<file path="config.mk">
export PLATFORM = sky130hd
export DESIGN_NAME = tile_renderer
export DESIGN_NICKNAME = d
export VERILOG_FILES = /design/src/rtl/tile_renderer.sv
export SDC_FILE = /design/constraint.sdc
export NUM_CORES = 1
export LEC_CHECK = 0
export CAP_MARGIN = 5
export CORE_MARGIN = 2
export CORE_UTILIZATION = 41
export DETAILED_ROUTE_END_ITERATION = 6
export PLACE_DENSITY = 0.84
export REMOVE_ABC_BUFFERS = 1
export SYNTH_ARGS = -nofsm -noshare
export SYNTH_HDL_FRONTEND = slang
export SYNTH_SLANG_ARGS = --single-unit
</file>
<file path="constraint.sdc">
create_clock -name clk_25m -period 7.35 [get_ports clk_25m]
set_input_delay 1.8375 -clock clk_25m [delete_from_list [all_inputs] [get_ports clk_25m]]
set_output_delay 1.8375 -clock clk_25m [all_outputs]
set_load 0.05 [all_outputs]
</file>
<file path="src/rtl/tile_renderer.sv">
// tile_renderer: five-stage tile-map / pattern-ROM / sprite-overlay pixel pipeline feeding the VGA pins.
// Build option: define TILE_SPRITE_EN to compile in the 16x16 sprite latch, hit test and overlay mux.
module tile_renderer #(
    parameter logic [11:0] KEY_COLOR = 12'hF0F
) (
    input  logic        clk_25m,
    input  logic        rst_n,
    input  logic [9:0]  pixel_x,
    input  logic [9:0]  pixel_y,
    input  logic        valid,
    input  logic        hsync,
    input  logic        vsync,
    output logic [10:0] map_addr,
    input  logic [3:0]  map_data,
    output logic [11:0] tile_addr,
    input  logic [11:0] tile_data,
    input  logic [9:0]  sprite_x,
    input  logic [9:0]  sprite_y,
    output logic [7:0]  spr_addr,
    input  logic [11:0] spr_data,
    output logic [3:0]  vga_r,
    output logic [3:0]  vga_g,
    output logic [3:0]  vga_b,
    output logic        vga_hsync,
    output logic        vga_vsync
);

    localparam int unsigned CW  = 12;
    localparam int unsigned MAW = 11;
    localparam int unsigned SAW = 8;

    typedef struct packed {
        logic [3:0] x4;
        logic [3:0] y4;
        logic       hit;
        logic [3:0] dx;
        logic [3:0] dy;
        logic       valid;
        logic       hs;
        logic       vs;
    } pix_t;

    typedef struct packed {
        logic valid;
        logic hit;
        logic hs;
        logic vs;
    } ctl_t;

    localparam pix_t PIX_RST = '{x4: 4'd0, y4: 4'd0, hit: 1'b0, dx: 4'd0, dy: 4'd0,
                                 valid: 1'b0, hs: 1'b1, vs: 1'b1};
    localparam ctl_t CTL_RST = '{valid: 1'b0, hit: 1'b0, hs: 1'b1, vs: 1'b1};

    logic [4:0]     row_c;
    logic [5:0]     col_c;
    logic [MAW-1:0] map_addr_c;
    logic           hit_c;
    logic [3:0]     dx_c;
    logic [3:0]     dy_c;
    logic [SAW-1:0] spr_addr_c;
    logic [CW-1:0]  rgb_c;
    logic [CW-1:0]  rgb;
    pix_t           s1_c, s1, s2;
    ctl_t           s3_c, s3, s4;

    // row*40 + col without a multiplier; blanked pixels read entry 0
    assign row_c      = pixel_y[8:4];
    assign col_c      = pixel_x[9:4];
    assign map_addr_c = valid ? (MAW'(row_c) << 5) + (MAW'(row_c) << 3) + MAW'(col_c) : '0;

`ifdef TILE_SPRITE_EN
    localparam int unsigned XWW = 11;
    localparam logic [9:0]  SPR_OFF = 10'h3FF;

    logic [9:0]     sx, sy;
    logic [XWW-1:0] px_w, py_w, sx_w, sy_w;

    // sprite position is sampled once per frame at the start of vertical blank
    always_ff @(posedge clk_25m) begin
        if (!rst_n) begin
            sx <= SPR_OFF;
            sy <= SPR_OFF;
        end else if (pixel_x == 10'd0 && pixel_y == 10'd480) begin
            sx <= sprite_x;
            sy <= sprite_y;
        end
    end

    // widened compare so a sprite near 1023 cannot wrap onto the left/top edge
    assign px_w  = XWW'(pixel_x);
    assign py_w  = XWW'(pixel_y);
    assign sx_w  = XWW'(sx);
    assign sy_w  = XWW'(sy);
    assign hit_c = valid && (px_w >= sx_w) && (px_w <= sx_w + XWW'(15))
                         && (py_w >= sy_w) && (py_w <= sy_w + XWW'(15));
    assign dx_c  = 4'(pixel_x - sx);
    assign dy_c  = 4'(pixel_y - sy);

    assign spr_addr_c = s2.hit ? {s2.dy, s2.dx} : '0;

    always_comb begin
        rgb_c = '0;
        if (s4.valid) begin
            if (s4.hit && spr_data != KEY_COLOR) rgb_c = spr_data;
            else                                 rgb_c = tile_data;
        end
    end
`else
    logic sprite_unused;

    assign hit_c      = 1'b0;
    assign dx_c       = 4'd0;
    assign dy_c       = 4'd0;
    assign spr_addr_c = '0;
    assign rgb_c      = s4.valid ? tile_data : '0;
    assign sprite_unused = ^{sprite_x, sprite_y, spr_data, pixel_y[9], KEY_COLOR,
                             s2.dx, s2.dy, s4.hit};
`endif

    always_comb begin
        s1_c       = PIX_RST;
        s1_c.x4    = pixel_x[3:0];
        s1_c.y4    = pixel_y[3:0];
        s1_c.hit   = hit_c;
        s1_c.dx    = dx_c;
        s1_c.dy    = dy_c;
        s1_c.valid = valid;
        s1_c.hs    = hsync;
        s1_c.vs    = vsync;
    end

    always_comb begin
        s3_c       = CTL_RST;
        s3_c.valid = s2.valid;
        s3_c.hit   = s2.hit;
        s3_c.hs    = s2.hs;
        s3_c.vs    = s2.vs;
    end

    // E1 map address, E3 ROM addresses, E5 colour; delay line keeps sync aligned
    always_ff @(posedge clk_25m) begin
        if (!rst_n) begin
            map_addr  <= '0;
            tile_addr <= '0;
            spr_addr  <= '0;
            s1        <= PIX_RST;
            s2        <= PIX_RST;
            s3        <= CTL_RST;
            s4        <= CTL_RST;
            rgb       <= '0;
            vga_hsync <= 1'b1;
            vga_vsync <= 1'b1;
        end else begin
            map_addr  <= map_addr_c;
            s1        <= s1_c;
            s2        <= s1;
            tile_addr <= {map_data, s2.y4, s2.x4};
            spr_addr  <= spr_addr_c;
            s3        <= s3_c;
            s4        <= s3;
            rgb       <= rgb_c;
            vga_hsync <= s4.hs;
            vga_vsync <= s4.vs;
        end
    end

    assign vga_r = rgb[11:8];
    assign vga_g = rgb[7:4];
    assign vga_b = rgb[3:0];

endmodule

</file>
Word-level counts from Yosys, hierarchy flattened. Cells that the tools add are included.

Bits in registers: 65. Bits of input ports: 73. Output and inout bits: 45. Logic and storage cells: 25.

Add/sub/neg operators: 2. Reductions and logical operators: 2.

Operators by type and width (number): adder 10 x 8 -> 11 bit (1); adder 11 x 6 -> 11 bit (1); AND reduction 2 bit (2).

Logic depth before layout (Yosys ltp). Gate-level depths: netlist of run 1.

Word-level depth: 2. Gate-level depth with buffers: 8. Gate-level depth less buffers: 8.

Least setup slack after synthesis of run 1. OpenSTA, ideal clock, no wires.

Path kind: in2reg. Start: in pixel_x[9]. End: reg map_addr[9]. Library setup time: 0.122 ns. Arrival time: 3.653 ns. Data required time: 7.228 ns. Path slack: 3.575 ns. Stages on the path: 8. Path buffers: 0. Cell sequence: inv_1 -> fa_1 -> inv_1 -> ha_1 -> a211oi_1 -> nor2_1 -> mux2_4 -> a311o_1.

Word-level cells in the longest chain between the ends: 1.

RTL lines: start: declaration (line 8) `input logic [9:0] pixel_x,`; adder 11 x 6 -> 11 bit (line 69) `assign map_addr_c = valid ? (MAW'(row_c) << 5) + (MAW'(row_c) << 3) + MAW'(col_c) : '0;`; end signal: assignment (line 154) `map_addr <= map_addr_c;`; end: declaration (line 13) `output logic [10:0] map_addr,`.

Every way passes these cells. A chain may end at the register's enable or synchronous reset.

Final worst setup path of run 1.
Start: in pixel_y[4]. End: reg map_addr[9].

Word-level cells in the longest chain between the ends: 2.

RTL lines: start: declaration (line 9) `input logic [9:0] pixel_y,`; adder 10 x 8 -> 11 bit (line 69); adder 11 x 6 -> 11 bit (line 69).

Every way passes these cells.

==> impl_metrics.prom, run 1 <==
# TYPE chip_impl_metric gauge
chip_impl_info{name="outcome",value="complete, no violations"} 1
chip_impl_metric{name="crit_path_max_fo",unit=""} 2
chip_impl_metric{name="clock-skew-final",unit="ns"} 0.00471
chip_impl_metric{name="use_met3",unit="%"} 3.57
chip_impl_metric{name="ctsResizeCount",unit=""} 0
chip_impl_metric{name="ant_nets",unit=""} 0
chip_impl_info{name="crit_family",value="adder cells"} 1
chip_impl_metric{name="total_leakage_power",unit="nW"} 1.35
chip_impl_info{name="final_cell_mix",value="sky130_fd_sc_hd__clkdlybuf4s50_1, sky130_fd_sc_hd__dfxtp_1, sky130_fd_sc_hd__and2_1"} 1
chip_impl_metric{name="die-width",unit="um"} 75.6
chip_impl_metric{name="worst_ep_required_time",unit="ns"} 7.56
chip_impl_metric{name="synthesis.yosys.warnings",unit=""} 0
chip_impl_metric{name="start_util",unit="%"} 41.9
chip_impl_metric{name="worst-r2r-cell-count",unit=""} 1
chip_impl_metric{name="report.final.slew_viol_count",unit=""} 0
chip_impl_metric{name="netSwitchingFraction",unit="%"} 23.9
chip_impl_metric{name="synth-seq-cells",unit=""} 65
chip_impl_metric{name="critical_path_cell_count",unit=""} 9
chip_impl_metric{name="ioPinCount",unit=""} 118
chip_impl_metric{name="max_cap_violations",unit=""} 0
chip_impl_info{name="clock_tree_from_tritoncts",value="built"} 1
chip_impl_info{name="cts_root_buf",value="sky130_fd_sc_hd__clkbuf_8"} 1
chip_impl_metric{name="power.clock.fraction",unit="%"} 37.2
chip_impl_metric{name="syn_avg_cell_area",unit="um2"} 11.7
chip_impl_info{name="timing.critical_path.to_type",value="flip-flop"} 1
chip_impl_metric{name="whs",unit="ns"} 0.406
chip_impl_metric{name="fin_cells",unit=""} 334
chip_impl_metric{name="antenna_found_initial",unit=""} 0
chip_impl_metric{name="total_switching_power",unit="W"} 0.000179
chip_impl_metric{name="grt_util_met1",unit="%"} 13.3
chip_impl_info{name="crit_path_cell_trace",value="clkdlybuf4s50_1, inv_1, fa_1, inv_1, ha_1, a211oi_1, nor2_1, mux2_4, a311o_1"} 1
chip_impl_metric{name="grtUsageTotal",unit="%"} 12.9
chip_impl_metric{name="grt_overflow_total",unit=""} 0
chip_impl_metric{name="mappedNetlistArea",unit="um2"} 2100
chip_impl_metric{name="numPortBuffers",unit=""} 76
chip_impl_metric{name="drt_first_iter_violations",unit=""} 37
chip_impl_metric{name="synth-seq-area-share",unit="%"} 62.0
chip_impl_info{name="min-delay-path-class",value="flip-flop to flip-flop"} 1
chip_impl_metric{name="vias",unit=""} 1395
chip_impl_metric{name="number_of_fill_cells",unit=""} 444
chip_impl_metric{name="tightestPinTransition",unit="ns"} 0.514
chip_impl_metric{name="die_area",unit="um2"} 5710
chip_impl_metric{name="pin_count_of_the_biggest_net_entering_global_routing",unit=""} 61
chip_impl_info{name="postSynth.topFlopCell",value="sky130_fd_sc_hd__dfxtp_1"} 1
chip_impl_metric{name="cp.arrival",unit="ns"} 4.22
chip_impl_metric{name="die_y",unit="um"} 75.6
chip_impl_info{name="criticalPathCategory",value="input pin to flip-flop"} 1
chip_impl_metric{name="synth_enable_flop_cells",unit=""} 0
chip_impl_metric{name="coreArea",unit="um2"} 5010
chip_impl_metric{name="clock_path_buffers",unit=""} 2
chip_impl_metric{name="power_report.internal_total",unit="W"} 0.000570
chip_impl_metric{name="clk-insertion-delay-late",unit="ns"} 0.31
chip_impl_metric{name="max_freq",unit="MHz"} 249
chip_impl_metric{name="hold-path-cell-count",unit=""} 1
chip_impl_metric{name="finalCriticalPeriod",unit="ns"} 4.01
chip_impl_metric{name="drt-total-wl",unit="mm"} 3.40
chip_impl_metric{name="finalCritPeriodShare",unit="%"} 54.6
chip_impl_info{name="critical_path.most_common_cell",value="sky130_fd_sc_hd__inv_1"} 1
chip_impl_metric{name="post_cts_setup_buffer_count",unit=""} 0
chip_impl_metric{name="area_after_dpl",unit="um2"} 2890
chip_impl_metric{name="synth_top_area_share",unit="%"} 62.0
chip_impl_metric{name="post-place-cells",unit=""} 318
chip_impl_metric{name="unique_masters_post_synth",unit=""} 27
chip_impl_info{name="r2r-start",value="s4[3]"} 1
chip_impl_info{name="min_delay_startpoint",value="s4[1]"} 1
chip_impl_metric{name="vdd.ir_drop.worst",unit="V"} 0.000106
chip_impl_metric{name="finalNetCount",unit=""} 343
chip_impl_metric{name="finalSetupViolCount",unit=""} 0
chip_impl_metric{name="ctsHtreeMaxLevel",unit=""} 3
chip_impl_info{name="critPathLaunch",value="pixel_y[4]"} 1
chip_impl_metric{name="rrSetupSlack",unit="ns"} 6.60
chip_impl_info{name="synth_top_cells_by_area",value="sky130_fd_sc_hd__dfxtp_1, sky130_fd_sc_hd__and2_1, sky130_fd_sc_hd__and3_1, sky130_fd_sc_hd__ha_1, sky130_fd_sc_hd__nand2b_1"} 1
chip_impl_metric{name="pre_cts_ws",unit="ns"} 3.00
chip_impl_metric{name="dr.pass1.iters",unit=""} 3
chip_impl_metric{name="synthToLayoutAreaGrowth",unit="%"} 46.7
chip_impl_metric{name="diode_count",unit=""} 0
chip_impl_metric{name="gpl_wtd_cong",unit=""} 0.722
chip_impl_info{name="slowest_stage",value="sky130_fd_sc_hd__fa_1"} 1
chip_impl_metric{name="power.share.sequential",unit="%"} 49.2
chip_impl_info{name="worstHoldEndpoint",value="vga_hsync"} 1
chip_impl_metric{name="route.detailed.drc",unit=""} 0
chip_impl_metric{name="finalHoldViolations",unit=""} 0
chip_impl_metric{name="grt_pass1_wl",unit="mm"} 5.35
chip_impl_info{name="global_route.peak_usage_layer",value="met2"} 1
chip_impl_metric{name="route.detailed.vias_per_inst",unit=""} 4.18
chip_impl_metric{name="final_layout_size_suffix_gt1_share",unit="%"} 7.20
chip_impl_metric{name="syn-instance-count",unit=""} 179
chip_impl_metric{name="pwr-share-comb",unit="%"} 13.7
chip_impl_metric{name="critical_path_buf_inv_count",unit=""} 3
chip_impl_metric{name="postSynth.asyncResetShare",unit="%"} 0
chip_impl_info{name="setup.worst_path.start_class",value="input pin"} 1
chip_impl_info{name="layout.cells.most_common",value="sky130_fd_sc_hd__clkdlybuf4s50_1"} 1
chip_impl_info{name="crit-reg2reg-capture",value="rgb[7]"} 1
chip_impl_metric{name="finish.instance_area",unit="um2"} 3080
chip_impl_metric{name="timing.critical_path.slowest_cell_delay",unit="ns"} 0.51
chip_impl_metric{name="worst_slack",unit="ns"} 3.34
chip_impl_metric{name="cts_buffers",unit=""} 9
chip_impl_info{name="yosysTopAreaCell",value="sky130_fd_sc_hd__dfxtp_1"} 1
chip_impl_metric{name="floorplan.rows",unit=""} 26
chip_impl_metric{name="numClockSinks",unit=""} 65
chip_impl_metric{name="dp_hpwl",unit="mm"} 2.45
chip_impl_metric{name="cts.clk_slew.worst_paths",unit="ns"} 0.06
chip_impl_metric{name="route.detailed.wl_per_inst",unit="um"} 10.2
chip_impl_metric{name="setup-tns-final",unit="ns"} 0
chip_impl_metric{name="relSlewSlack",unit="%"} 65.6
chip_impl_info{name="setup_repair_after_global_routing_missed_its_margin",value="no"} 1
chip_impl_metric{name="pwr_density",unit="nW/um2"} 243
chip_impl_metric{name="globalRouteMet2Util",unit="%"} 21.9
chip_impl_metric{name="cts_hold_repair.buffers",unit=""} 0
chip_impl_metric{name="grt_pass1_vias",unit=""} 1235
==> how the worst max path moves through the flow <==
stage / end / slack [ns]
finish: map_addr[9] / 3.34
global route: map_addr[9] / 3.29
CTS: map_addr[9] / 3.36
detailed placement: map_addr[9] / 3.00
global placement: map_addr[9] / 3.03
floorplan: map_addr[9] / 3.57
==> power groups by stage <==
stage               Clock, W  Sequential (W)  Combinational [W]
floorplan                  0        0.000400          0.0000355
global placement           0        0.000376           0.000101
detailed placement         0        0.000376           0.000103
CTS                 0.000291        0.000368           0.000104
global route        0.000305        0.000369           0.000111
finish              0.000278        0.000368           0.000103
==> layout make-up <==
type                            instances  area [um2]  share of cell area [%]
Multi-Input combinational cell         99         704                    22.9
Clock buffer                           15         186                    6.05
Sequential cell                        65        1300                    42.3
Inverter                                7        28.8                   0.935
Timing Repair Buffer                   77         763                    24.8
Clock inverter                          1        7.51                   0.244
Tap cell                               70        87.6                    2.84
==> cell families (layout without fill, tap and decap cells) <==
kind of cell / Yosys count / after routing / synth area share (%)
simple gates: 69 / 69 / 20.4
other cells: 1 / 8 / 0.179
flops: 65 / 65 / 62.0
xor+xnor: 1 / 1 / 0.417
buf+inv: 22 / 100 / 5.72
fa+ha+maj: 11 / 11 / 7.27
compound gates: 9 / 9 / 3.28
mux: 1 / 1 / 0.715
==> registers in the layout (all words and copies together) (netlist names) <==
signal,cells
s1,11
s2,11
rgb,12
vga_hsync,1
tile_addr,12
s4,3
vga_vsync,1
map_addr,11
s3,3
==> synth_stat cells, types with 2 or more instances <==
library cell / number
sky130_fd_sc_hd__nor3_1: 2
sky130_fd_sc_hd__and3_1: 19
sky130_fd_sc_hd__buf_4: 8
sky130_fd_sc_hd__nand2b_1: 10
sky130_fd_sc_hd__a211oi_1: 2
sky130_fd_sc_hd__nor2b_1: 2
sky130_fd_sc_hd__clkbuf_1: 3
sky130_fd_sc_hd__nor2_1: 2
sky130_fd_sc_hd__dfxtp_1: 65
sky130_fd_sc_hd__ha_1: 9
sky130_fd_sc_hd__fa_1: 2
sky130_fd_sc_hd__and2_1: 31
sky130_fd_sc_hd__inv_1: 6
sky130_fd_sc_hd__buf_2: 4
sky130_fd_sc_hd__a21o_1: 2
==> stage by stage <==
stage,power [W],util [%]
3_3_place_gp,0.000477,57.6
2_1_floorplan,0.000435,-
5_1_grt,0.000785,61.5
4_1_cts,0.000763,61.5
6_report,0.000749,61.5
3_5_place_dp,0.000480,57.6
==> routing by layer <==
metal / vias up / wire [um]
met5: - / 0
met4: 0 / 72
met3: 7 / 259
met2: 52 / 1740
met1: 613 / 1330
li1: 723 / -
Power figures use the tool's default switching activity.
==> run 2: changes to the inputs <==
- CORE_UTILIZATION: 41 -> 38
- PLACE_DENSITY: 0.84 -> 0.79
- clock period: 7.35 -> 4 ns (I/O delays scaled with it)
==> impl_metrics.prom, run 2 (synthesis gave the netlist of run 1 again) <==
# TYPE chip_impl_metric gauge
chip_impl_metric{name="finalCritPeriodShare",unit="%"} 79.5
chip_impl_info{name="min-delay-path-class",value="flip-flop to flip-flop"} 1
chip_impl_metric{name="crit_path_max_fo",unit=""} 2
chip_impl_metric{name="ant_nets",unit=""} 0
chip_impl_metric{name="relSlewSlack",unit="%"} 46.0
chip_impl_metric{name="finalNetCount",unit=""} 342
chip_impl_metric{name="post_cts_setup_buffer_count",unit=""} 0
chip_impl_metric{name="clock_path_buffers",unit=""} 2
chip_impl_metric{name="layout.core_utilization",unit="%"} 57.5
chip_impl_metric{name="pwr_density",unit="nW/um2"} 477
chip_impl_info{name="outcome",value="complete, no violations"} 1
chip_impl_metric{name="gpl_wtd_cong",unit=""} 0.681
chip_impl_metric{name="vias",unit=""} 1393
chip_impl_metric{name="die-width",unit="um"} 78.3
chip_impl_metric{name="final_layout_size_suffix_gt1_share",unit="%"} 7.60
chip_impl_metric{name="dr.pass1.iters",unit=""} 4
chip_impl_metric{name="dp_hpwl",unit="mm"} 2.51
chip_impl_metric{name="finalCriticalPeriod",unit="ns"} 3.18
chip_impl_metric{name="ioPinCount",unit=""} 118
chip_impl_metric{name="clock-skew-final",unit="ns"} 0.00370
chip_impl_info{name="setup.worst_path.start_class",value="input pin"} 1
chip_impl_info{name="layout.cells.most_common",value="sky130_fd_sc_hd__clkdlybuf4s50_1"} 1
chip_impl_metric{name="cp.arrival",unit="ns"} 3.40
chip_impl_metric{name="setup-tns-final",unit="ns"} 0
chip_impl_metric{name="die_y",unit="um"} 78.3
chip_impl_metric{name="route.detailed.wl_per_inst",unit="um"} 11.0
chip_impl_metric{name="numClockSinks",unit=""} 65
chip_impl_info{name="timing.critical_path.to_type",value="flip-flop"} 1
chip_impl_info{name="cts_root_buf",value="sky130_fd_sc_hd__clkbuf_8"} 1
chip_impl_metric{name="clk-insertion-delay-late",unit="ns"} 0.33
chip_impl_metric{name="route.detailed.vias_per_inst",unit=""} 4.16
chip_impl_metric{name="diode_count",unit=""} 0
chip_impl_info{name="final_cell_mix",value="sky130_fd_sc_hd__clkdlybuf4s50_1, sky130_fd_sc_hd__dfxtp_1, sky130_fd_sc_hd__and2_1"} 1
chip_impl_info{name="clock_tree_from_tritoncts",value="built"} 1
chip_impl_metric{name="pin_count_of_the_biggest_net_entering_global_routing",unit=""} 61
chip_impl_metric{name="synthToLayoutAreaGrowth",unit="%"} 48.1
chip_impl_metric{name="route.detailed.drc",unit=""} 0
chip_impl_metric{name="report.final.slew_viol_count",unit=""} 0
chip_impl_info{name="largestRegisters",value="rgb (12), tile_addr (12)"} 1
chip_impl_metric{name="ctsHtreeMaxLevel",unit=""} 3
chip_impl_metric{name="finalHoldViolations",unit=""} 0
chip_impl_metric{name="whs",unit="ns"} 0.406
chip_impl_metric{name="antenna_found_initial",unit=""} 0
chip_impl_metric{name="grtUsageTotal",unit="%"} 13.0
chip_impl_info{name="setup_repair_after_global_routing_missed_its_margin",value="no"} 1
chip_impl_metric{name="worst_ep_required_time",unit="ns"} 4.22
chip_impl_metric{name="cts_buffers",unit=""} 9
chip_impl_metric{name="area_after_dpl",unit="um2"} 2880
chip_impl_metric{name="grt_overflow_total",unit=""} 0
chip_impl_metric{name="floorplan.rows",unit=""} 27
chip_impl_metric{name="number_of_fill_cells",unit=""} 471
chip_impl_metric{name="die_area",unit="um2"} 6140
chip_impl_metric{name="grt_pass1_wl",unit="mm"} 6.06
chip_impl_metric{name="numPortBuffers",unit=""} 76
chip_impl_metric{name="finalSetupViolCount",unit=""} 0
chip_impl_metric{name="total_leakage_power",unit="nW"} 1.37
chip_impl_metric{name="ctsResizeCount",unit=""} 0
chip_impl_metric{name="finish.instance_area",unit="um2"} 3110
chip_impl_metric{name="tightestPinTransition",unit="ns"} 0.809
chip_impl_metric{name="grt_pass1_vias",unit=""} 1373
chip_impl_metric{name="cts.clk_slew.worst_paths",unit="ns"} 0.07
chip_impl_metric{name="drt-total-wl",unit="mm"} 3.69
chip_impl_metric{name="coreArea",unit="um2"} 5410
chip_impl_metric{name="max_freq",unit="MHz"} 314
chip_impl_metric{name="max_cap_violations",unit=""} 0
chip_impl_metric{name="start_util",unit="%"} 38.8
chip_impl_info{name="criticalPathCategory",value="input pin to flip-flop"} 1
chip_impl_metric{name="vdd.ir_drop.worst",unit="V"} 0.000228
chip_impl_metric{name="cts_hold_repair.buffers",unit=""} 0
chip_impl_metric{name="drt_first_iter_violations",unit=""} 32
run 2: final timing paths:
check / from / to / slack, ns / depth (start not counted)
worst max-delay path: pixel_y[4] / map_addr[9] / 0.82 / 9
worst min-delay path: s1[1] / s2[1] / 0.41 / 1
worst max register to register: s4[3] / rgb[6] / 3.20 / 1
worst min register to register: s1[1] / s2[1] / 0.41 / 1
run 2: report_power, final:
| part | leakage [nW] | internal, W | total (W) | switching [W] |
|---|---|---|---|---|
| combinational | 0.718 | 0.0000826 | 0.000190 | 0.000107 |
| sequential | 0.533 | 0.000671 | 0.000677 | 0.00000601 |
| clock | 0.115 | 0.000383 | 0.000616 | 0.000233 |
| total | 1.37 | 0.00114 | 0.00148 | 0.000346 |
run 2: routing by layer:
metal  global-route usage [%]  wire length (um)
met3                     4.71               172
met1                     14.3              1580
met2                     21.4              1880
met4                     8.07                68
met5                        0                 0
run 2: worst max-delay path: stages:
cell	delay, ns
sky130_fd_sc_hd__clkdlybuf4s50_1	0.48
sky130_fd_sc_hd__inv_1	0.06
sky130_fd_sc_hd__fa_1	0.50
sky130_fd_sc_hd__inv_1	0.07
sky130_fd_sc_hd__ha_1	0.32
sky130_fd_sc_hd__a211oi_1	0.23
sky130_fd_sc_hd__nor2_1	0.12
sky130_fd_sc_hd__mux2_4	0.30
sky130_fd_sc_hd__a311o_1	0.32
run 2: metrics by stage:
step	setup slack [ns]	power (W)	instances
6_report	0.820	0.00148	335
5_1_grt	0.702	0.00155	335
4_1_cts	0.834	0.00150	335
3_5_place_dp	0.481	0.000881	319
3_3_place_gp	0.505	0.000876	319
2_1_floorplan	1.06	0.000800	171
run 2: cell type report:
type                       instances  area [um2]  share of cell area [%]
sequential                        65        1300                    41.9
timing repair buffer              76         756                    24.3
multi-input combinational         99         704                    22.7
clock buffer                      11         151                    4.87
tap                               72        90.1                    2.90
clock inverter                     5        77.6                    2.49
inverter                           7        28.8                   0.926
==> edit: new RTL, flow settings as in run 2 <==
The output `tile_addr` loses its register stage (`tile_addr` becomes a continuous assignment).
--- a/src/rtl/tile_renderer.sv
+++ b/src/rtl/tile_renderer.sv
@@ -143,3 +143,2 @@
             map_addr  <= '0;
-            tile_addr <= '0;
             spr_addr  <= '0;
@@ -156,3 +155,2 @@
             s2        <= s1;
-            tile_addr <= {map_data, s2.y4, s2.x4};
             spr_addr  <= spr_addr_c;
@@ -166,2 +164,4 @@
 
+    assign tile_addr = {map_data, s2.y4, s2.x4};
+
     assign vga_r = rgb[11:8];
Function: changed (Yosys sat finds a counterexample within 4 cycles, from zero or initial values and one cycle with rst_n low).
==> edit against run 2 <==
  * Wire length down 14%
  * Die area down 10%
  * Cell area fell by 16%
  * Critical path depth unchanged
  * Worst setup slack lost 0.015 ns
  * Combinational power shrank 7%
  * Global-route usage is 0.63 points lower
  * Synthesized cell count decreased by 7.3%
  * Highest routed layer unchanged
  * Sequential cell count shrank 12
  * Synthesized area shrank 11%
  * Non-clock buffer count is 7 lower
  * Total power down 28%
==> edit: results (changes against run 2) <==
Status
Outcome: complete, no violations (unchanged).

Setup path
The largest delay contributor family on the critical path is adder cells (unchanged). The worst reg-to-reg path cell count is 1 (unchanged). The reg-to-reg endpoint is rgb[4] (was rgb[6]). The flop-to-flop setup slack is 3.26 ns (was 3.20 ns). The arrival time at the worst endpoint is 3.38 ns (was 3.40 ns).

Global route
The largest net degree at the start of global routing is 48 (was 61). The via count of the first global-routing pass came to 1081 (was 1373). The total routing usage reported by global routing is 0.124 (was 0.130). The wire length of the first global-routing pass was 5100 microns (was 6060 microns).

Synth
The sequential fraction of the synthesis area came to 0.566 (was 0.620). Leading cell types by total area after synthesis: sky130_fd_sc_hd__dfxtp_1 (57%), sky130_fd_sc_hd__buf_4 (8.0%), sky130_fd_sc_hd__and2_1 (6.3%) (was sky130_fd_sc_hd__dfxtp_1 (62%), sky130_fd_sc_hd__and2_1 (9.2%), sky130_fd_sc_hd__and3_1 (5.7%)). The yosys synthesis warning count is 0 (unchanged). Top cells by instance count after synthesis: sky130_fd_sc_hd__dfxtp_1 (53), sky130_fd_sc_hd__buf_4 (20), sky130_fd_sc_hd__and2_1 (19), sky130_fd_sc_hd__and3_1 (13), sky130_fd_sc_hd__nand2b_1 (10) (was sky130_fd_sc_hd__dfxtp_1 (65), sky130_fd_sc_hd__and2_1 (31), sky130_fd_sc_hd__and3_1 (19), sky130_fd_sc_hd__nand2b_1 (10), sky130_fd_sc_hd__ha_1 (9)).

Power and ir drop
The net switching power of the design was 256 uW (was 346 uW). The worst supply voltage drop on vdd is 0.232 mV (was 0.228 mV). The leakage power came to 0.00115 uW (was 0.00137 uW).

Layout
The number of fill cells was 411 (was 471). The share of cells above drive strength 1 is 0.0762 (was 0.0760). The net total in the final layout is 307 (was 342). Largest regs: rgb x12, map_addr x11, s1 x11 (was rgb x12, tile_addr x12).

The antenna diode instance count is 0 (unchanged).

Place
The count of buffers inserted at the top-level ports is 68 (was 76). The placer's final routability congestion estimate was 0.733 (was 0.681). The estimated wirelength of the detail-placed design is 2450 microns (was 2510 microns).

Routing
The routed wire length is 3190 microns (was 3690 microns). The first-iteration detailed-routing DRC count is 37 (was 32). The per-cell via count in the routed design is 4.19 (was 4.16).

STA
The worst clock skew is 0.00263 ns (was 0.00370 ns). The worst-margin pin slew came to 0.517 ns (was 0.809 ns). The minimum hold slack came to 0.410 ns (was 0.406 ns).

Worst hold path
The count of cells along the worst hold path is 1 (unchanged). The hold path startpoint was s1[0] (was s1[1]). The sink of the worst hold path is s2[0] (was s2[1]).

CTS
The hold-fix buffer count after cts is 0 (unchanged). The H-tree depth is 2 (was 3). The TritonCTS buffer count was 5 (was 9). The number of buffers inserted by post-CTS setup repair came to 0 (unchanged). The clock latency at the later pin of the worst-skew pair is 0.29 ns (was 0.33 ns).
## edit: cell types whose count changed after synthesis
| cell | delta |
|---|---|
| sky130_fd_sc_hd__and2_1 | -12 |
| sky130_fd_sc_hd__clkbuf_1 | +3 |
| sky130_fd_sc_hd__and3_1 | -6 |
| sky130_fd_sc_hd__and3_2 | +6 |
| sky130_fd_sc_hd__buf_4 | +12 |
| sky130_fd_sc_hd__dfxtp_1 | -12 |
| sky130_fd_sc_hd__buf_2 | -4 |
## edit: worst max-delay path by stage
stage,start,end,slack [ns],cells after the start
floorplan,pixel_x[9],map_addr[9],1.06,8
global placement,pixel_y[4],map_addr[9],0.51,9
detailed placement,pixel_y[4],map_addr[9],0.48,9
CTS,pixel_y[4],map_addr[9],0.79,9
global route,pixel_y[4],map_addr[9],0.69,9
finish,pixel_y[4],map_addr[9],0.81,9
## edit: layer usage
metal / vias up / share of wire / track usage
met4: 0 / 0.013 / 0.0485
met2: 66 / 0.44 / 0.199
met3: 4 / 0.14 / 0.0678
met5: - / 0 / 0
met1: 522 / 0.41 / 0.137
li1: 622 / - / -
## edit: final cells by class
class,count,area share
Tap cell,67,0.0322
Sequential cell,53,0.408
Multi-Input combinational cell,87,0.245
Clock inverter,2,0.0135
Inverter,7,0.0111
Timing Repair Buffer,69,0.264
Clock buffer,5,0.0264
## edit: cells by family (layout without fill, tap and decap cells)
family,Yosys count,after routing,synth area share
xor+xnor,1,1,0.00468
fa+ha+maj,11,11,0.0815
mux,1,1,0.00801
other cells,1,8,0.00200
compound gates,9,9,0.0367
flops,53,53,0.566
simple gates,57,57,0.193
buf+inv,33,83,0.108
## edit: power by group through the flow
stage | registers, uW | logic, uW | clock network, uW
finish | 551 | 176 | 334
global route | 553 | 190 | 366
CTS | 552 | 178 | 347
detailed placement | 564 | 177 | 0
global placement | 564 | 175 | 0
floorplan | 604 | 63.3 | 0
## edit: metrics by stage
| stage | cell area, sq um | cells | util | setup WS, ns |
|---|---|---|---|---|
| 2_1_floorplan | 1730 | 147 | - | 1.06 |
| 3_3_place_gp | 2500 | 283 | 0.529 | 0.511 |
| 3_5_place_dp | 2500 | 283 | 0.529 | 0.479 |
| 4_1_cts | 2600 | 290 | 0.551 | 0.791 |
| 5_1_grt | 2600 | 290 | 0.551 | 0.691 |
| 6_report | 2600 | 290 | 0.551 | 0.805 |
